==> src/rtl/modulation_pkg.sv <==
// Shared definitions for the modulation pipe: compare-mode encoding and pipeline limits.
package modulation_pkg;

  typedef logic [1:0] mode_t;

  localparam mode_t MODE_EQ         = 2'd0;
  localparam mode_t MODE_NE         = 2'd1;
  localparam mode_t MODE_SLT        = 2'd2;
  localparam mode_t MODE_FORCE_ELSE = 2'd3;

  localparam int DEPTH_MAX = 16;

endpackage

==> src/rtl/delay_pipe.sv <==
// Tokened shift register: tokens always advance, data only advances with a token,
// so the output word holds its last valid value across bubbles.
module delay_pipe #(
  parameter int WIDTH = 32,
  parameter int DEPTH = 1
) (
  input  logic             clk,
  input  logic             reset,
  input  logic             i_tok,
  input  logic [WIDTH-1:0] i_data,
  output logic [WIDTH-1:0] o_data,
  output logic [DEPTH-1:0] o_tok
);

  logic [DEPTH-1:0] r_tok;
  logic [WIDTH-1:0] r_data [DEPTH];

  always_ff @(posedge clk) begin
    if (reset) begin
      r_tok <= '0;
      for (int i = 0; i < DEPTH; i++) begin
        r_data[i] <= '0;
      end
    end else begin
      r_tok[0] <= i_tok;
      if (i_tok) begin
        r_data[0] <= i_data;
      end
      for (int i = 1; i < DEPTH; i++) begin
        r_tok[i] <= r_tok[i-1];
        if (r_tok[i-1]) begin
          r_data[i] <= r_data[i-1];
        end
      end
    end
  end

  assign o_data = r_data[DEPTH-1];
  assign o_tok  = r_tok;

endmodule

==> src/rtl/modulation_branch_delay.sv <==
// Per-lane compare/select of array_ref vs array_ref_m, registered with a token and then
// delayed through a DEPTH-stage tokened pipe; accepts one operand set per cycle.
module modulation_branch_delay
  import modulation_pkg::*;
#(
  parameter int WIDTH    = 32,
  parameter int CHANNELS = 8,
  parameter int DEPTH    = 1
) (
  input  logic                      clk,
  input  logic                      reset,
  input  logic                      start,
  input  mode_t                     mode,
  input  logic [CHANNELS*WIDTH-1:0] input_bit,
  input  logic [WIDTH-1:0]          zero,
  input  logic [CHANNELS*WIDTH-1:0] array_ref,
  input  logic [CHANNELS*WIDTH-1:0] array_ref_m,
  output logic [CHANNELS*WIDTH-1:0] segment,
  output logic                      valid,
  output logic                      busy
);

  localparam int BUS = CHANNELS * WIDTH;
  // The output stage's token is excluded from busy so busy drops with the final valid.
  localparam logic [DEPTH-1:0] LAST_TOK = DEPTH'(1) << (DEPTH - 1);

  logic [BUS-1:0]   w_selected;
  logic [BUS-1:0]   r_stage0Data;
  logic             r_stage0Tok;
  logic [DEPTH-1:0] w_pipeTok;

  for (genvar k = 0; k < CHANNELS; k++) begin : g_lane
    logic [WIDTH-1:0] w_cond;
    logic             w_take;

    assign w_cond = input_bit[k*WIDTH +: WIDTH];

    always_comb begin
      w_take = 1'b0;
      case (mode)
        MODE_EQ:  w_take = (w_cond == zero);
        MODE_NE:  w_take = (w_cond != zero);
        MODE_SLT: w_take = ($signed(w_cond) < $signed(zero));
        default:  w_take = 1'b0;
      endcase
    end

    assign w_selected[k*WIDTH +: WIDTH] = w_take ? array_ref[k*WIDTH +: WIDTH]
                                                 : array_ref_m[k*WIDTH +: WIDTH];
  end

  always_ff @(posedge clk) begin
    if (reset) begin
      r_stage0Tok  <= 1'b0;
      r_stage0Data <= '0;
    end else begin
      r_stage0Tok <= start;
      if (start) begin
        r_stage0Data <= w_selected;
      end
    end
  end

  delay_pipe #(
    .WIDTH(BUS),
    .DEPTH(DEPTH)
  ) u_pipe (
    .clk   (clk),
    .reset (reset),
    .i_tok (r_stage0Tok),
    .i_data(r_stage0Data),
    .o_data(segment),
    .o_tok (w_pipeTok)
  );

  assign valid = w_pipeTok[DEPTH-1];
  assign busy  = r_stage0Tok | (|(w_pipeTok & ~LAST_TOK));

endmodule

==> config.mk <==
export PLATFORM = sky130hd
export DESIGN_NAME = modulation_branch_delay
export DESIGN_NICKNAME = d
export VERILOG_FILES = /design/src/rtl/modulation_pkg.sv /design/src/rtl/delay_pipe.sv /design/src/rtl/modulation_branch_delay.sv
export SDC_FILE = /design/constraint.sdc
export NUM_CORES = 1
export LEC_CHECK = 0
export BUFFER_PORTS_ARGS = -buffer_cell sky130_fd_sc_hd__clkbuf_2
export CAP_MARGIN = 0
export CORE_AREA = 2 2 409 411
export DETAILED_ROUTE_END_ITERATION = 7
export DIE_AREA = 0 0 411 413
export HOLD_SLACK_MARGIN = 0.05
export PLACE_DENSITY = 0.48
export RECOVER_POWER = 25
export REMOVE_ABC_BUFFERS = 1
export SKIP_LAST_GASP = 1
export SYNTH_ARGS = -nofsm -noshare
export SYNTH_HDL_FRONTEND = slang
export SYNTH_SLANG_ARGS = --single-unit
==> constraint.sdc <==
create_clock -name clk -period 9.05 [get_ports clk]
set_input_delay 1.81 -clock clk [delete_from_list [all_inputs] [get_ports clk]]
set_output_delay 1.81 -clock clk [all_outputs]
set_load 0.1 [all_outputs]
# After elaboration in Yosys (flattened, before gate mapping)
# Memories as Yosys holds them, arrays and structs flattened.
# Index checks and enable logic that the tools add are counted.
# W data, S select, Z words.
# word_totals
reg_bits,258
input_bits,805
n_memories,1
mem_bits_rw,256
output_inout_bits,258
romBits,0
latch_bits,0
# memory_table
memory,words,width,read_ports,rd_clocked_by_memory_dff,write_ports,line_no,text
u_pipe.r_data,1,256,1,0,1,delay_pipe.sv:16,logic [WIDTH-1:0] r_data [DEPTH];
# op_classes
n_reduce_logical,2
n_div,0
order_cmp,8
n_bitwise,0
eq_ne,18
mux,23
addsub,0
mul,0
n_shift,0
# op_table
cell,n
$eq A32 B32 Y1,8
$lt A32 B32 Y1,8
$mux W256,1
$mux W32,8
$ne A32 B32 Y1,8
$reduce_or A256 Y1,1
$pmux W1 S3,8
$mux W1,6
$eq A2 B1 Y1 const B,1
$eq A2 B2 Y1 const B,1
$logic_not A2 Y1,1

# Depth between registers and ports, before layout
# Gate-level depths: netlist of the first run.
# depth
word_depth,5
mapped_depth,12

# Modules after synthesis
# From an unflattened synthesis of the first run, not the netlist that was laid out.
# hier_totals
hier_cells,3390
area_unflattened_um2,34787.1
# by_module_without_submodules
mod,n_inst,cells_per_inst,area_per_inst_um2
modulation_branch_delay,1,2819,24552.3
delay_pipe,1,571,10234.8

# Worst setup path before layout of the first run
# Ideal clock, no wire load.
# synth_path
path_type,input port to flip-flop
start,input reset
end,"memory u_pipe.r_data[0][0] (netlist bit), enable pin"
path_slack_ns,2.681
required_time_ns,8.539
n_path_buf,3
t_arrival_ns,5.858
setup_time_ns,0.511
stages,4
path_cell_list,clkbuf_1 > clkbuf_1 > buf_1 > or2_2
# synth_between
elab_chain_len,4
word_cells_on_any_way,6
cone_classes,5 x mux; 1 x reduce/logical
# synth_rtl
element,line_no,text
start: declaration,modulation_branch_delay.sv:11,"input logic reset,"
$mux W1,delay_pipe.sv:19,if (reset) begin
$mux W1 (implied by the code),delay_pipe.sv:27,r_data[0] <= i_data;
$reduce_or A256 Y1 (no source line),--,
$mux W1 (no source line) (*),--,
end: declaration,delay_pipe.sv:16,
# Every way passes the cells marked *; elsewhere a longest branch is shown, timed or not.

# Worst setup path after layout of the first run
# layout_path
start,input reset
end,memory u_pipe.r_data[0][57] (netlist bit) (data pin)
# layout_between
elab_chain_len,4
# layout_rtl
element,line_no
$mux W1,delay_pipe.sv:19
$mux W1 (implied by the code),delay_pipe.sv:27
$reduce_or A256 Y1 (no source line),--
$mux W256 (no source line),--
# Every way passes these cells.

==> out/metrics.yaml, run 1 <==
start_kind: "input port"
min_path_type: "reg -> reg"
synth-seq-cells: 514
crit_end: "u_pipe.r_data[0][57]"
postSynthCellCount: 3439
yosysSeqAreaShare_pct: 37.5
antenna_found_initial: 64
finalSetupViolCount: 0
cts_resized: 0
core_area_um2: 166000
clk_pin_slew_worst_paths_ps: 50
rrSetupSlack_ps: 5130
ys.warnings.count: 0
buffer_ports.inserted: 1062
rsz0062_at_grt: "false"
totalWireLength_mm: 181
critical_path_depth: 4
syn-cell-area_um2: 34300
clkSinkCount: 514
skew_ps: 26.8
syn_area_per_cell_um2: 9.97
r2r-start: "busy"
critical-path-max-stage-delay_ps: 1930
final_nets: 5424
cp_data_arrival_time_ps: 7120
vias_per_cell: 4.93
grt_usage_pct: 20.3
cts_buffer_depth: 3
gr-total-overflow: 0
fin_area_um2: 44200
cts_setup_buffers: 0
grt_max_degree: 206
r2r-end: "u_pipe.r_data[0][57]"
cts_root_buffer: "clkbuf_16"
synth-edff-count: 256
die_y_um: 413
rr_worst_depth: 3
crit_type: "in -> reg"
period_share_pct: 74.7
critPathCaptureType: "register"
drv_cap: 5
status: "finished with violations"
required_ps: 9410
worstMarginPinSlew_ps: 2910
slew_violations: 234
pin_count: 1063
synthFlopType: "dfxtp_1"
finalSetupTns_ps: 0
start_util_pct: 20.7
holdBufCountCts: 0
ys_top_cells_by_area: "edfxtp_1 22%, dfxtp_1 15%, mux2i_1 11%"
die_w_um: 411
ctsHtreeMaxLevel: 3
startpoint: "reset"
drt-initial-drc-count: 2335
synth_top_area_share_pct: 22.4
wire_per_inst_um: 27.2
place_hpwl_mm: 137
ant_nets: 0
fin_crit_ps: 6760
cts_buffers: 68
drc_errors: 0
critPathBufInv: 2
path_delay_family: "buffers and inverters"
async_reset_ff_share_pct: 0
area_growth_syn_to_layout_pct: 29.0
cts_tree: "done"
synthDistinctLibCells: 60
finalHoldViolCount: 0
dpl_cell_area_um2: 41900
fillers: 17873
grt_pass1_wl_mm: 246
dr.pass1.iters: 6
cpMaxStageDelayCell: "clkbuf_1"
power_density_nw_per_um2: 171
slew_headroom_pct: -93.8
leakage_nw: 20.1
clk_latency_ps: 660
path_cells: "clkbuf_1, nor2b_1, clkbuf_2, and2_1"
vdd.ir_drop.worst_uv: 139
layout-drive-gt1-share_pct: 31.5
die_area_um2: 170000
yosys.area.top_type: "edfxtp_1"
grt_pass1_vias: 31268
fin_util_pct: 26.7
rows: 150
failed_checks: "max-capacitance violations, max-slew violations"
max_freq_ghz: 0.148
cp_max_fo: 86
place_congestion: 0.863
fin_hold_ws_ps: 477
vias: 32816
## routing by layer
metal | global-route usage (%) | part of all wire (%) | up-vias
li1 | - | - | 15072
met1 | 25.4 | 42 | 16117
met2 | 34.1 | 48 | 1324
met3 | 5.04 | 7.0 | 263
met4 | 6.75 | 3.0 | 40
met5 | 0 | 0.14 | -
## how the worst min path moves through the flow
stage | startpoint | end | slack (ps) | cells after the start
global route | r_stage0Data[97] | r_stage0Data[97] | 490 | 2
finish | r_stage0Data[105] | r_stage0Data[105] | 480 | 2
CTS | r_stage0Data[112] | r_stage0Data[112] | 470 | 2
floorplan | r_stage0Data[0] | r_stage0Data[0] | 450 | 2
detailed placement | r_stage0Data[112] | r_stage0Data[112] | 460 | 2
global placement | r_stage0Data[127] | r_stage0Data[127] | 460 | 2
## state kept, by name (all words and copies together) (netlist names)
signal and flops:
busy 1, r_stage0Data 256, u_pipe.o_tok 1, u_pipe.r_data 256
## where the power goes
part / switching [W] / total (W) / leakage, nW / internal (W)
sequential: 0.0000801 / 0.00271 / 4.89 / 0.00263
clock: 0.00115 / 0.00283 / 1.11 / 0.00168
combinational: 0.00142 / 0.00203 / 14.1 / 0.000616
## layout by cell type (no fill, tap or decap), types with 66 or more instances in the layout
master and count:
nand3_1 150, nor2_1 107, and2_1 210, edfxtp_1 256, a21oi_1 125, ha_1 256, dfxtp_1 258, clkbuf_16 70
o21bai_1 161, nand2_1 147, and3_1 290, a31oi_1 66, clkbuf_2 1051, a311oi_1 96, mux2i_1 384
## synth_stat cells, types with 44 or more instances
cell	number
a21oi_1	128
a311oi_1	96
a31oi_1	69
and2_1	261
and3_1	290
clkbuf_1	232
dfxtp_1	258
edfxtp_1	256
ha_1	256
inv_1	48
mux2_2	64
mux2i_1	384
nand2_1	147
nand3_1	150
nand4_1	53
nor2_1	110
nor4_1	44
nor4_2	60
o21bai_1	161
## tightest hold or removal path, delay by kind of cell, from the launching register on
kind / cells / cell delay [ps]
AND/OR/NAND/NOR: 2 / 130
flip-flops: 1 / 300
## kinds of logic (layout without fill, tap and decap cells)
logic type               after synthesis  after routing  share of synthesized area [%]
AO/OA/AOI/OAI                        704            704                           15.0
XOR/XNOR                               6              6                          0.285
adder cells (fa/ha/maj)              256            256                           9.34
buffers and inverters                324           1303                           4.11
flip-flops                           514            514                           37.5
multiplexers                         448            448                           13.3
other                                  0             33                              0
AND/OR/NAND/NOR                     1187           1187                           20.5
## cell type report
type / count / area [µm²] / share of cell area [%]
tap: 2204 / 2760 / 6.23
clock buffer: 95 / 1910 / 4.31
sequential: 514 / 12900 / 29.1
timing repair buffer: 1130 / 5870 / 13.3
antenna: 33 / 82.6 / 0.187
inverter: 48 / 180 / 0.407
multi-input combinational: 2601 / 20200 / 45.7
clock inverter: 30 / 368 / 0.831
## per-stage QoR
step	std cells	setup slack [ps]	total power, W
floorplan	3163	1320	0.00400
global placement	6497	2630	0.00478
detailed placement	6497	2640	0.00479
CTS	6622	3370	0.00766
global route	6642	2090	0.00788
finish	6655	2290	0.00757
(Power assumes the default switching activity.)
==> inputs of run 2 (changes only) <==
CORE_AREA = 2 2 420 422   (was 2 2 409 411)
DIE_AREA = 0 0 422 424   (was 0 0 411 413)
clock period = 5.58 ns   (was 9.05 ns; I/O delays follow)
==> run 2 against run 1 <==
  * The run still ends with max-capacitance violations, max-slew violations left
  * Cell count increased by 3.0%
  * Setup slack got worse by 1100 ps
  * Sequential share of layout area is 0.53 points lower
  * Wire length increased by 2.8%
  * Cell area rose by 1.9%
  * Register-to-register slack worse by 3600 ps
  * Non-clock buffer count up 33
  * Die area grew 5.4%
  * Core utilization fell by 0.91 points
  * First-iteration DRC count shrank 9.2%
  * Sequential power is 62% higher
  * Critical path type unchanged
==> out/metrics.yaml, run 2 (synthesis results as in run 1) <==
status: "finished with violations"  # unchanged
failed_checks: "max-capacitance violations, max-slew violations"  # unchanged
top_regs: "r_stage0Data (256), u_pipe.r_data (256)"  # unchanged
core_area_um2: 175000  # was 166000 µm²
critical-path-max-stage-delay_ps: 2280  # was 1930 ps
ctsHtreeMaxLevel: 3  # unchanged
cpMaxStageDelayCell: "clkbuf_2"  # was clkbuf_1
antenna_found_initial: 113  # was 64
totalWireLength_mm: 186  # was 181 mm
max_freq_ghz: 0.227
switching_share_pct: 35.7  # was 35.0%
ant_nets: 0  # unchanged
holdPathEnd: "r_stage0Data[129]"  # was r_stage0Data[105]
cts_setup_buffers: 0  # unchanged
leakage_nw: 20.3  # was 20.1 nW
die_w_um: 422  # was 411 µm
die_y_um: 424  # was 413 µm
buffer_ports.inserted: 1062  # unchanged
vdd.ir_drop.worst_uv: 194  # was 139 µV
crit_type: "in -> reg"  # unchanged
hp-start: "r_stage0Data[129]"  # was r_stage0Data[105]
grt_max_degree: 186  # was 206
rows: 154  # was 150
holdBufCountCts: 0  # unchanged
final_cells: 6855  # was 6655
drv_cap: 4  # was 5
wire_per_inst_um: 27.2  # about the same
cts_buffers: 72  # was 68
r2r-start: "busy"  # unchanged
rsz0062_at_grt: "false"  # unchanged
final_common_cell: "clkbuf_2"  # unchanged
cp_data_arrival_time_ps: 4860  # was 7120 ps
dpl_cell_area_um2: 42600  # was 41900 µm²
final_nets: 5461  # was 5424
holdPathStages: 2  # unchanged
internal-power_w: 0.00800  # was 0.00492 W
vias: 32857  # was 32816
r2r-end: "u_pipe.r_data[0][46]"  # was u_pipe.r_data[0][57]
mostFrequentLayoutCells: "1061 x clkbuf_2, 384 x mux2i_1, 290 x and3_1, 258 x dfxtp_1"  # was 1051 x clkbuf_2, 384 x mux2i_1, 290 x and3_1, 258 x dfxtp_1
cts_resized: 0  # unchanged
area_growth_syn_to_layout_pct: 31.4  # was 29.0%
slew_violations: 478  # was 234
slew_headroom_pct: -129  # was -93.8%
place_hpwl_mm: 144  # was 137 mm
p_clk_share_pct: 37.8  # was 37.4%
cts_tree: "done"  # unchanged
fin_hold_ws_ps: 474  # was 477 ps
period_share_pct: 78.8
dr.pass1.iters: 5  # was 6
cp_max_fo: 150  # was 86
finalHoldViolCount: 0  # unchanged
skew_ps: 56.8  # was 26.8 ps
die_area_um2: 179000  # was 170000 µm²
switching_power_w: 0.00445  # was 0.00265 W
clk_latency_ps: 730  # was 660 ps
grt_usage_pct: 19.9  # was 20.3%
cts_root_buffer: "clkbuf_16"  # unchanged
pin_count: 1063  # unchanged
min_path_type: "reg -> reg"  # unchanged
required_ps: 6050  # was 9410 ps
fin_crit_ps: 4400
grt_pass1_vias: 31753  # was 31268
pwr-share-seq_pct: 35.4  # was 35.8%
power_density_nw_per_um2: 276  # was 171 nW/µm²
vias_per_cell: 4.79  # was 4.93
drc_errors: 0  # unchanged
grt_pass1_wl_mm: 253  # was 246 mm
gr-total-overflow: 0  # unchanged
worstMarginPinSlew_ps: 3440  # was 2910 ps
p_total_w: 0.0125  # was 0.00757 W
start_kind: "input port"  # unchanged
place_congestion: 0.909  # was 0.863
finalSetupViolCount: 0  # unchanged
rrSetupSlack_ps: 1570  # was 5130 ps
fin_area_um2: 45100  # was 44200 µm²
p_comb_share_pct: 26.8  # was 26.9%
drt-initial-drc-count: 2120  # was 2335
start_util_pct: 19.6  # was 20.7%
layout-drive-gt1-share_pct: 32.1  # was 31.5%
rr_worst_depth: 3  # unchanged
placed_cells: 6666  # was 6497
path_cells: "buf_8, nor2b_1, clkbuf_2, and2_1"  # was clkbuf_1, nor2b_1, clkbuf_2, and2_1
cts_buffer_depth: 3  # unchanged
clk_pin_slew_worst_paths_ps: 60  # was 50 ps
clkSinkCount: 514  # unchanged
critPathCaptureType: "register"  # unchanged
## run 2: through the flow
step / util [%] / TNS (ps) / setup slack, ps
after global routing: 25.7 / 0 / 964
after detailed placement: 24.4 / 0 / 408
final: 25.8 / 0 / 1180
after floorplan: - / -359550 / -1450
after global placement: 24.4 / 0 / 454
after CTS: 25.7 / 0 / 1170
## run 2: final cells by class
type | instances | area (µm²)
fill | 19033 | 130000
timing repair buffer | 1163 | 6410
antenna | 55 | 138
clock inverter | 33 | 360
inverter | 48 | 180
tap | 2340 | 2930
clock buffer | 101 | 2000
sequential | 514 | 12900
multi-input combinational | 2601 | 20200
## run 2: critical path: cells and delay by family
kind	cells	cell delay, ps
buf+inv	2	2510
simple gates	2	820
## run 2: routing by layer
metal | track usage (%) | wire, µm | vias to the layer above
met2 | 33.7 | 91900 | 1265
met1 | 23.3 | 73800 | 16042
li1 | - | - | 15187
met4 | 10.2 | 8880 | 22
met5 | 0 | 149 | -
met3 | 4.79 | 11600 | 341
## run 2: power groups by stage
stage	registers (W)	logic, W	clock network, W
global route	0.00443	0.00357	0.00500
floorplan	0.00524	0.00124	0
finish	0.00440	0.00334	0.00471
global placement	0.00448	0.00331	0
CTS	0.00441	0.00336	0.00486
detailed placement	0.00448	0.00335	0
## run 2: worst max path at each step
stage | cells past startpoint | startpoint | end
final | 4 | reset | u_pipe.r_data[0][46]
after global routing | 5 | start | r_stage0Data[175]
after CTS | 12 | zero[16] | r_stage0Data[147]
after detailed placement | 12 | zero[16] | r_stage0Data[147]
after global placement | 12 | zero[16] | r_stage0Data[134]
after floorplan | 1 | reset | u_pipe.o_tok
